File: src/rtl/rvfi_pipe_tracker_if.sv
// Bundle between the core pipeline controls and the RVFI shadow pipeline.
// The core side drives the master modport; the tracker takes the slave modport.
interface rvfi_pipe_tracker_if #(
  parameter int unsigned STAGES  = 4,
  parameter int unsigned PKT_W   = 256,
  parameter int unsigned ORDER_W = 64
);
  logic                in_valid;
  logic [PKT_W-1:0]    in_pkt;
  logic [31:0]         in_pc_rdata;
  logic [31:0]         in_pc_wdata;
  logic [4:0]          in_rd_addr;
  logic [STAGES-1:0]   stage_load;
  logic [STAGES-1:0]   stage_flush;
  logic [31:0]         wb_rd_wdata;

  logic [STAGES-1:0]   stage_valid;
  logic                out_commit;
  logic [ORDER_W-1:0]  out_order;
  logic [PKT_W-1:0]    out_pkt;
  logic [31:0]         out_pc_rdata;
  logic [31:0]         out_pc_wdata;
  logic [4:0]          out_rd_addr;
  logic [31:0]         out_rd_wdata;
  logic                out_halt;
  logic                err_pc_mismatch;

  modport master (
    output in_valid, in_pkt, in_pc_rdata, in_pc_wdata, in_rd_addr,
           stage_load, stage_flush, wb_rd_wdata,
    input  stage_valid, out_commit, out_order, out_pkt, out_pc_rdata,
           out_pc_wdata, out_rd_addr, out_rd_wdata, out_halt, err_pc_mismatch
  );

  modport slave (
    input  in_valid, in_pkt, in_pc_rdata, in_pc_wdata, in_rd_addr,
           stage_load, stage_flush, wb_rd_wdata,
    output stage_valid, out_commit, out_order, out_pkt, out_pc_rdata,
           out_pc_wdata, out_rd_addr, out_rd_wdata, out_halt, err_pc_mismatch
  );
endinterface

File: src/rtl/rvfi_pipe_tracker.sv
// RVFI shadow pipeline: one monitor packet per in-flight instruction, moved in lockstep
// with the core's stage loads/flushes; the last stage drives commit, order, PC and halt checks.
module rvfi_pipe_tracker #(
  parameter int unsigned STAGES  = 4,
  parameter int unsigned PKT_W   = 256,
  parameter int unsigned ORDER_W = 64
) (
  input logic               clk,
  input logic               rst,
  rvfi_pipe_tracker_if.slave bus
);
  localparam int unsigned LAST = STAGES - 1;

  typedef struct packed {
    logic [PKT_W-1:0] pkt;
    logic [31:0]      pc_r;
    logic [31:0]      pc_w;
    logic [4:0]       rd;
  } ent_t;

  typedef enum logic {CHK_FIRST, CHK_ARMED} chk_state_t;

  ent_t               ent_q [STAGES];
  ent_t               in_ent;
  logic [STAGES-1:0]  valid_q;
  logic [STAGES-1:0]  cap_valid;
  logic               fresh_q;
  logic               commit;
  logic [ORDER_W-1:0] order_q;
  logic [31:0]        last_wdata_q;
  logic               halt_q;
  logic               err_q;
  chk_state_t         chk_q, chk_d;
  logic               pc_break;

  assign in_ent = '{pkt: bus.in_pkt, pc_r: bus.in_pc_rdata, pc_w: bus.in_pc_wdata,
                    rd: bus.in_rd_addr};

  // Valid bit a stage would capture: a flushed upstream entry must not slip forward.
  assign cap_valid[0] = bus.in_valid & ~bus.stage_flush[0];

  always_ff @(posedge clk) begin
    if (rst) begin
      valid_q[0] <= 1'b0;
      ent_q[0]   <= '0;
    end else if (bus.stage_load[0]) begin
      valid_q[0] <= cap_valid[0];
      ent_q[0]   <= in_ent;
    end else if (bus.stage_flush[0]) begin
      valid_q[0] <= 1'b0;
    end
  end

  for (genvar g = 1; g < STAGES; g++) begin : g_stage
    assign cap_valid[g] = bus.stage_load[g-1] & valid_q[g-1]
                        & ~bus.stage_flush[g-1] & ~bus.stage_flush[g];

    always_ff @(posedge clk) begin
      if (rst) begin
        valid_q[g] <= 1'b0;
        ent_q[g]   <= '0;
      end else if (bus.stage_load[g]) begin
        valid_q[g] <= cap_valid[g];
        ent_q[g]   <= ent_q[g-1];
      end else if (bus.stage_flush[g]) begin
        valid_q[g] <= 1'b0;
      end
    end
  end

  // fresh marks the single cycle after the last stage took a valid entry.
  always_ff @(posedge clk) begin
    if (rst) fresh_q <= 1'b0;
    else     fresh_q <= bus.stage_load[LAST] & cap_valid[LAST];
  end

  assign commit = valid_q[LAST] & fresh_q & ~rst;

  always_comb begin
    chk_d    = chk_q;
    pc_break = 1'b0;
    if (commit) begin
      chk_d    = CHK_ARMED;
      pc_break = (chk_q == CHK_ARMED) && (ent_q[LAST].pc_r != last_wdata_q);
    end
  end

  always_ff @(posedge clk) begin
    if (rst) chk_q <= CHK_FIRST;
    else     chk_q <= chk_d;
  end

  always_ff @(posedge clk) begin
    if (rst) begin
      order_q      <= '0;
      last_wdata_q <= '0;
      halt_q       <= 1'b0;
      err_q        <= 1'b0;
    end else if (commit) begin
      order_q      <= order_q + 1'b1;
      last_wdata_q <= ent_q[LAST].pc_w;
      if (ent_q[LAST].pc_r == ent_q[LAST].pc_w) halt_q <= 1'b1;
      if (pc_break) err_q <= 1'b1;
    end
  end

  assign bus.stage_valid     = valid_q;
  assign bus.out_commit      = commit;
  assign bus.out_order       = order_q;
  assign bus.out_pkt         = ent_q[LAST].pkt;
  assign bus.out_pc_rdata    = ent_q[LAST].pc_r;
  assign bus.out_pc_wdata    = ent_q[LAST].pc_w;
  assign bus.out_rd_addr     = ent_q[LAST].rd;
  assign bus.out_rd_wdata    = (ent_q[LAST].rd != 5'd0) ? bus.wb_rd_wdata : '0;
  assign bus.out_halt        = halt_q;
  assign bus.err_pc_mismatch = err_q;
endmodule

File: src/flat_wrapper.sv
// flat-port wrapper written by rule: the top's interface ports become plain ports
module rvfi_pipe_tracker_flat 
#(
  parameter int unsigned STAGES  = 4,
  parameter int unsigned PKT_W   = 256,
  parameter int unsigned ORDER_W = 64
)
  (clk, rst, bus_in_valid, bus_in_pkt, bus_in_pc_rdata, bus_in_pc_wdata, bus_in_rd_addr, bus_stage_load, bus_stage_flush, bus_wb_rd_wdata, bus_stage_valid, bus_out_commit, bus_out_order, bus_out_pkt, bus_out_pc_rdata, bus_out_pc_wdata, bus_out_rd_addr, bus_out_rd_wdata, bus_out_halt, bus_err_pc_mismatch);
  rvfi_pipe_tracker_if #(.STAGES(STAGES), .PKT_W(PKT_W), .ORDER_W(ORDER_W)) bus_i ();
  input logic clk;
  input logic rst;
  input wire logic [$bits(bus_i.in_valid)-1:0] bus_in_valid;
  input wire logic [$bits(bus_i.in_pkt)-1:0] bus_in_pkt;
  input wire logic [$bits(bus_i.in_pc_rdata)-1:0] bus_in_pc_rdata;
  input wire logic [$bits(bus_i.in_pc_wdata)-1:0] bus_in_pc_wdata;
  input wire logic [$bits(bus_i.in_rd_addr)-1:0] bus_in_rd_addr;
  input wire logic [$bits(bus_i.stage_load)-1:0] bus_stage_load;
  input wire logic [$bits(bus_i.stage_flush)-1:0] bus_stage_flush;
  input wire logic [$bits(bus_i.wb_rd_wdata)-1:0] bus_wb_rd_wdata;
  output wire logic [$bits(bus_i.stage_valid)-1:0] bus_stage_valid;
  output wire logic [$bits(bus_i.out_commit)-1:0] bus_out_commit;
  output wire logic [$bits(bus_i.out_order)-1:0] bus_out_order;
  output wire logic [$bits(bus_i.out_pkt)-1:0] bus_out_pkt;
  output wire logic [$bits(bus_i.out_pc_rdata)-1:0] bus_out_pc_rdata;
  output wire logic [$bits(bus_i.out_pc_wdata)-1:0] bus_out_pc_wdata;
  output wire logic [$bits(bus_i.out_rd_addr)-1:0] bus_out_rd_addr;
  output wire logic [$bits(bus_i.out_rd_wdata)-1:0] bus_out_rd_wdata;
  output wire logic [$bits(bus_i.out_halt)-1:0] bus_out_halt;
  output wire logic [$bits(bus_i.err_pc_mismatch)-1:0] bus_err_pc_mismatch;
  assign bus_i.in_valid = bus_in_valid;
  assign bus_i.in_pkt = bus_in_pkt;
  assign bus_i.in_pc_rdata = bus_in_pc_rdata;
  assign bus_i.in_pc_wdata = bus_in_pc_wdata;
  assign bus_i.in_rd_addr = bus_in_rd_addr;
  assign bus_i.stage_load = bus_stage_load;
  assign bus_i.stage_flush = bus_stage_flush;
  assign bus_i.wb_rd_wdata = bus_wb_rd_wdata;
  assign bus_stage_valid = bus_i.stage_valid;
  assign bus_out_commit = bus_i.out_commit;
  assign bus_out_order = bus_i.out_order;
  assign bus_out_pkt = bus_i.out_pkt;
  assign bus_out_pc_rdata = bus_i.out_pc_rdata;
  assign bus_out_pc_wdata = bus_i.out_pc_wdata;
  assign bus_out_rd_addr = bus_i.out_rd_addr;
  assign bus_out_rd_wdata = bus_i.out_rd_wdata;
  assign bus_out_halt = bus_i.out_halt;
  assign bus_err_pc_mismatch = bus_i.err_pc_mismatch;
  rvfi_pipe_tracker #(.STAGES(STAGES), .PKT_W(PKT_W), .ORDER_W(ORDER_W)) u_core (.clk(clk), .rst(rst), .bus(bus_i));
endmodule
File: config.mk
export PLATFORM = sky130hd
export DESIGN_NAME = rvfi_pipe_tracker_flat
export DESIGN_NICKNAME = d
export VERILOG_FILES = /design/src/rtl/rvfi_pipe_tracker_if.sv /design/src/rtl/rvfi_pipe_tracker.sv /design/src/flat_wrapper.sv
export SDC_FILE = /design/constraint.sdc
export NUM_CORES = 2
export LEC_CHECK = 0
export CORE_MARGIN = 4
export CORE_UTILIZATION = 30
export CTS_CLUSTER_DIAMETER = 200
export DETAILED_ROUTE_END_ITERATION = 16
export GPL_TIMING_DRIVEN = 0
export MAX_ROUTING_LAYER = met4
export PLACE_DENSITY = 0.55
export SETUP_SLACK_MARGIN = 0.2
export SLEW_MARGIN = 15
export SYNTH_ARGS = -nofsm -noshare
export SYNTH_HDL_FRONTEND = slang
export SYNTH_SLANG_ARGS = --single-unit
File: constraint.sdc
create_clock -name clk -period 10.42 [get_ports clk]
set_input_delay 3.126 -clock clk [delete_from_list [all_inputs] [get_ports clk]]
set_output_delay 3.126 -clock clk [all_outputs]
set_load 0.02 [all_outputs]
; ---- Word-level counts from Yosys, hierarchy flattened
; Memory sizes are Yosys's and may differ from the RTL's.
; Cells that the tools add are included.
[totals]
ram_bits = 1300
word_cells = 72
n_memories = 1
out_inout_bits = 428
reg_bits = 104
[memory_table]
columns = memory, words, width, rd, rd_clocked_by_memory_dff, write_ports, line
row1 = u_core.ent_q, 4, 325, 4, 0, 4, rvfi_pipe_tracker.sv:23  ; ent_t ent_q [STAGES];
[classes]
n_bitwise = 22
n_addsub = 1
n_eq_ne = 2
n_reduce_logical = 8
muxes = 28
[ops]
columns = op, count
row1 = $mux W325, 4
row2 = $add A64 B1 Y64 const B, 1
row3 = $eq A32 B32 Y1, 1
row4 = $mux W32, 1
row5 = $ne A32 B32 Y1, 1
row6 = $mux W1, 23
row7 = $and A1 B1 Y1, 13
row8 = $reduce_bool A2 Y1, 4
row9 = $not A1 Y1, 5
row10 = $reduce_bool A5 Y1, 1
row11 = $or A1 B1 Y1, 4
row12 = $reduce_and A2 Y1, 2
row13 = $logic_and A1 B1 Y1, 1

; ---- Depth between registers and ports, before layout
[depth]
ltp_word = 4
ltp_mapped = 9
mapped_depth_nobuf = 6

; ---- Worst setup path after synthesis
; OpenSTA, ideal clock, no wires.
[synth_path]
path_type = in2reg
from = in rst
to = mem u_core.ent_q[1][0] (netlist name), enable pin
arrival_ns = 7.585
slack_ns = 2.282
required_ns = 9.867
path_stages = 3
cell_sequence = clkbuf_1 > clkbuf_1 > or2_2
[synth_lines]
columns = item, line
row1 = from (decl), flat_wrapper.sv:11  ; input logic rst;
row2 = to (decl), rvfi_pipe_tracker.sv:23

; ---- Worst setup path in the final report
[layout_path]
from = in bus_wb_rd_wdata[6]
to = out bus_out_rd_wdata[6]
[layout_between]
elab_chain_cells = 1
[layout_lines]
columns = item, line
row1 = from (decl), flat_wrapper.sv:19  ; input wire logic [$bits(bus_i.wb_rd_wdata)-1:0] bus_wb_rd_wdata;
row2 = $mux W32, rvfi_pipe_tracker.sv:114  ; assign bus.out_rd_wdata = (ent_q[LAST].rd != 5'd0) ? bus.wb_rd_wdata : '0;
row3 = to (decl), flat_wrapper.sv:27  ; output wire logic [$bits(bus_i.out_rd_wdata)-1:0] bus_out_rd_wdata;
; Every way passes these cells.

==> metrics.md <==
| Metric | Value |
|---|---|
| Min Hold Slack | 0.467 ns |
| Layout area overhead | 31.3% |
| CP required | 7.29 ns |
| Commonest cells in the netlist | and2_1 (1306), edfxtp_1 (1300), clkbuf_1 (171), dfxtp_1 (104), nand2_1 (91) |
| Crit. End Element | primary output |
| Worst-skew pair later-pin latency | about 0.80 ns |
| IO Pins | 796 |
| Sw Share | 0.220 |
| Clock Skew | roughly 0.023 ns |
| Flip-flop and latch area | 41100 sq um |
| Clock slew at reported path FFs | approximately 0.060 ns |
| Initial antenna violation count | 44 |
| Final nets | 4769 |
| Area taken by multi-input logic gates | 11400 sq um |
| Max-Slew Margin vs Limit | 0.194 |
| Peak VDD IR | 131 uV |
| Mapped Cells | 3418 |
| PnR worst setup slack | 2.35 ns |
| Hold Buf Count CTS | 0 |
| Critical Path Start | bus_wb_rd_wdata[6] |
| Die height | around 430 microns |
| Pwr dens | 183 nW/um^2 |
| Total setup buffers inserted after CTS | 0 |
| Die ar. | between 150000 and 200000 sq um |
| Share of power burned in registers | 0.518 |
| DRT Wirelength | between 100 and 150 mm |
| Setup TNS | 0 ns |
| Vias in the first global route | just under 30k |
| Clk root buf | clkbuf_16 |
| Synthesized area | between 50000 and 60000 sq um |
| Tcrit/Tclk final | 0.775 |
| Seq/Total Area, Yosys | 0.773 |
| Dpl hpwl | ~110 mm |
| Clock power frac | 0.412 |
| Most common cell in the netlist | and2_1 |
| Final slew viol count | 0 |
| Power share of the combinational group | 0.069 |
| Number of synthesis warnings | 0 |
| CP max FO | 1 |
| Die Width | 429 microns |
| Clk buf depth | 3 |
| Worst-Margin Slew | 1.21 ns |
| Number of placement rows | roughly 150 |
| Yosys top cell area share | 0.734 |
| EDFF count, synth | 1300 |
| R2R Path Start | u_core.bus.out_order[23]$_SDFFE_PP0P_ |
| CP startpoint kind | input port |
| Worst Hold Launch | u_core.last_wdata_q[31]$_SDFFE_PP0P_ |
| H-tree levels | 4 |
| DR vias/cell | 4.21 |
| DRT iter0 DRCs | 1838 |
| Post-Syn Nets | 3787 |
| DP Worst Slack | 2.35 ns |
| Async SR Flop Fraction | 0 |
| Main synth FF type | edfxtp_1 |
| Final Hold Fails | 0 |
| RD Place Congestion | about 0.94 |
| Post-layout util | 0.396 |
| Mean post-synth cell area | 15.6 sq um |
| Share of cells above drive strength 1 | 0.0568 |
| # resized after CTS | 0 |
| Post-route antenna net violation count | 0 |
| NetSw | 2.81 mW |
| I/O Buffers | slightly below 800 |
| DRT Pass-1 Iters | 5 |
| Largest net degree at the start of global routing | 59 |
| Max-cap violations | 0 |
| Sink Count | 1404 |
| Critical path type | in2out |
| CP Buf/Inv Count | 2 |
| CP max stage cell | clkdlybuf4s50_1 |
| CTS tree | done |
| CP Cell Sequence | clkdlybuf4s50_1 > nor2b_1 > clkdlybuf4s50_1 |
| CTS Buf Count | roughly 160 |
| Post-synth top area cell | edfxtp_1 |
| Total power | 12.8 mW |
| Grt ovf | 0 |
| # DRC | 0 |
| RSZ-0062 raised after global routing | no |
| Status | completed |
| Core ar. | approximately 180000 sq um |
| Final Setup Violations | 0 |
| Final Critical Period | 8.07 ns |
| Seq cells post-synth | 1404 |
| Mean routed wirelength per cell | 20.5 microns |
| Critical path's most frequent cell | clkdlybuf4s50_1 |
| Via Count | 29.0k |
| Data arrival time of the worst path | ~5.0 ns |
| Crit-path max cell delay | 0.74 ns |
| First-pass GRT wire length | 201 mm |
| Worst hold path type | reg2reg |
| Initial Utilization | 0.302 |
| Critical path's top delay family | buffers and inverters |
| Number of fill cells | 16.4k |
| Max frequency | 124 MHz |
| Yosys cell types | 42 |
| Pleak | 25.5 nW |
| Total GRT Usage | 0.156 |
| Area contributors post-synth | edfxtp_1 (73%), and2_1 (15%), dfxtp_1 (3.9%) |
| Int Pwr | 9.99 mW |
-- kinds of logic after synthesis --
group | Yosys count | share of synthesized area
simple gates | 1632 | 0.186
flops | 1404 | 0.773
buf+inv | 182 | 0.0130
compound gates | 105 | 0.0113
xor+xnor | 93 | 0.0153
mux | 1 | 0.000188
fa+ha+maj | 1 | 0.000235
-- worst min-delay path, cell delays in order (launching register included) --
cell	delay, ns
dfxtp_1	0.32
nand2_1	0.05
a21oi_1	0.05
-- routing by layer --
metal  vias to the layer above  global-route usage  share of wire
met2                       891               0.271           0.52
met3                       252              0.0502          0.073
met4                         0              0.0750          0.047
met1                     13904               0.159           0.36
met5                         -                   -              0
li1                      13991                   -              -
-- power groups by stage --
stage               Sequential [mW]  Clock [mW]  Combinational, mW
floorplan                      6.85           0              0.274
global placement               6.81           0              0.870
detailed placement             6.75           0              0.911
CTS                            6.64        5.45              0.915
global route                   6.66        5.68              0.954
finish                         6.63        5.28              0.888
-- path summary, 6_finish.rpt --
check | slack [ns] | to | depth (start not counted)
max reg2reg | 7.31 | u_core.bus.out_order[61]$_SDFFE_PP0P_ | 7
max | 2.35 | bus_out_rd_wdata[6] | 3
min reg2reg | 0.47 | u_core.last_wdata_q[31]$_SDFFE_PP0P_ | 2
min | 0.47 | u_core.last_wdata_q[31]$_SDFFE_PP0P_ | 2
-- cells in the final DEF (no fill, tap or decap), types with 8 or more instances in the layout --
cell type        count
or4_1               17
xnor2_1             74
a21oi_1             64
o21ai_0             15
nor2b_1             36
or3_1               17
inv_6                8
clkbuf_16          160
and2_1            1306
bufinv_16            8
diode_2             36
o31ai_1             15
nand4_1             41
nor2_1              37
clkdlybuf4s50_1    794
buf_16              23
nor4_1              14
edfxtp_1          1300
nand3_1             23
xor2_1              19
clkinv_1            33
clkbuf_2            11
clkbuf_1           206
dfxtp_1            104
nand2_1             91
clkinv_2            16
nor3_1              15
-- stage by stage --
| step | instances | cell area [sq um] |
|---|---|---|
| final | 6902 | 69800 |
| after global placement | 6552 | 64000 |
| after CTS | 6866 | 69700 |
| after floorplan | 3418 | 53200 |
| after global routing | 6898 | 69800 |
| after detailed placement | 6582 | 64800 |
-- registers in the layout, indices dropped and copies added (netlist names) --
register,count
u_core.bus.err_pc_mismatch,1
u_core.bus.out_halt,1
u_core.bus.out_order,64
u_core.bus.stage_valid,4
u_core.chk_q,1
u_core.ent_q,1300
u_core.fresh_q,1
u_core.last_wdata_q,32
-- cell type report --
| class | count | share of cell area |
|---|---|---|
| flip-flops and latches | 1404 | 0.589 |
| plain buffers | 176 | 0.00978 |
| repair buffers | 824 | 0.125 |
| clock buffers | 208 | 0.0602 |
| diodes | 36 | 0.00129 |
| clock inverters | 76 | 0.00984 |
| inverters | 6 | 0.000323 |
| multi-input cells | 1832 | 0.163 |
| well taps | 2340 | 0.0419 |
No activity file was read; power rests on OpenSTA's default activity.
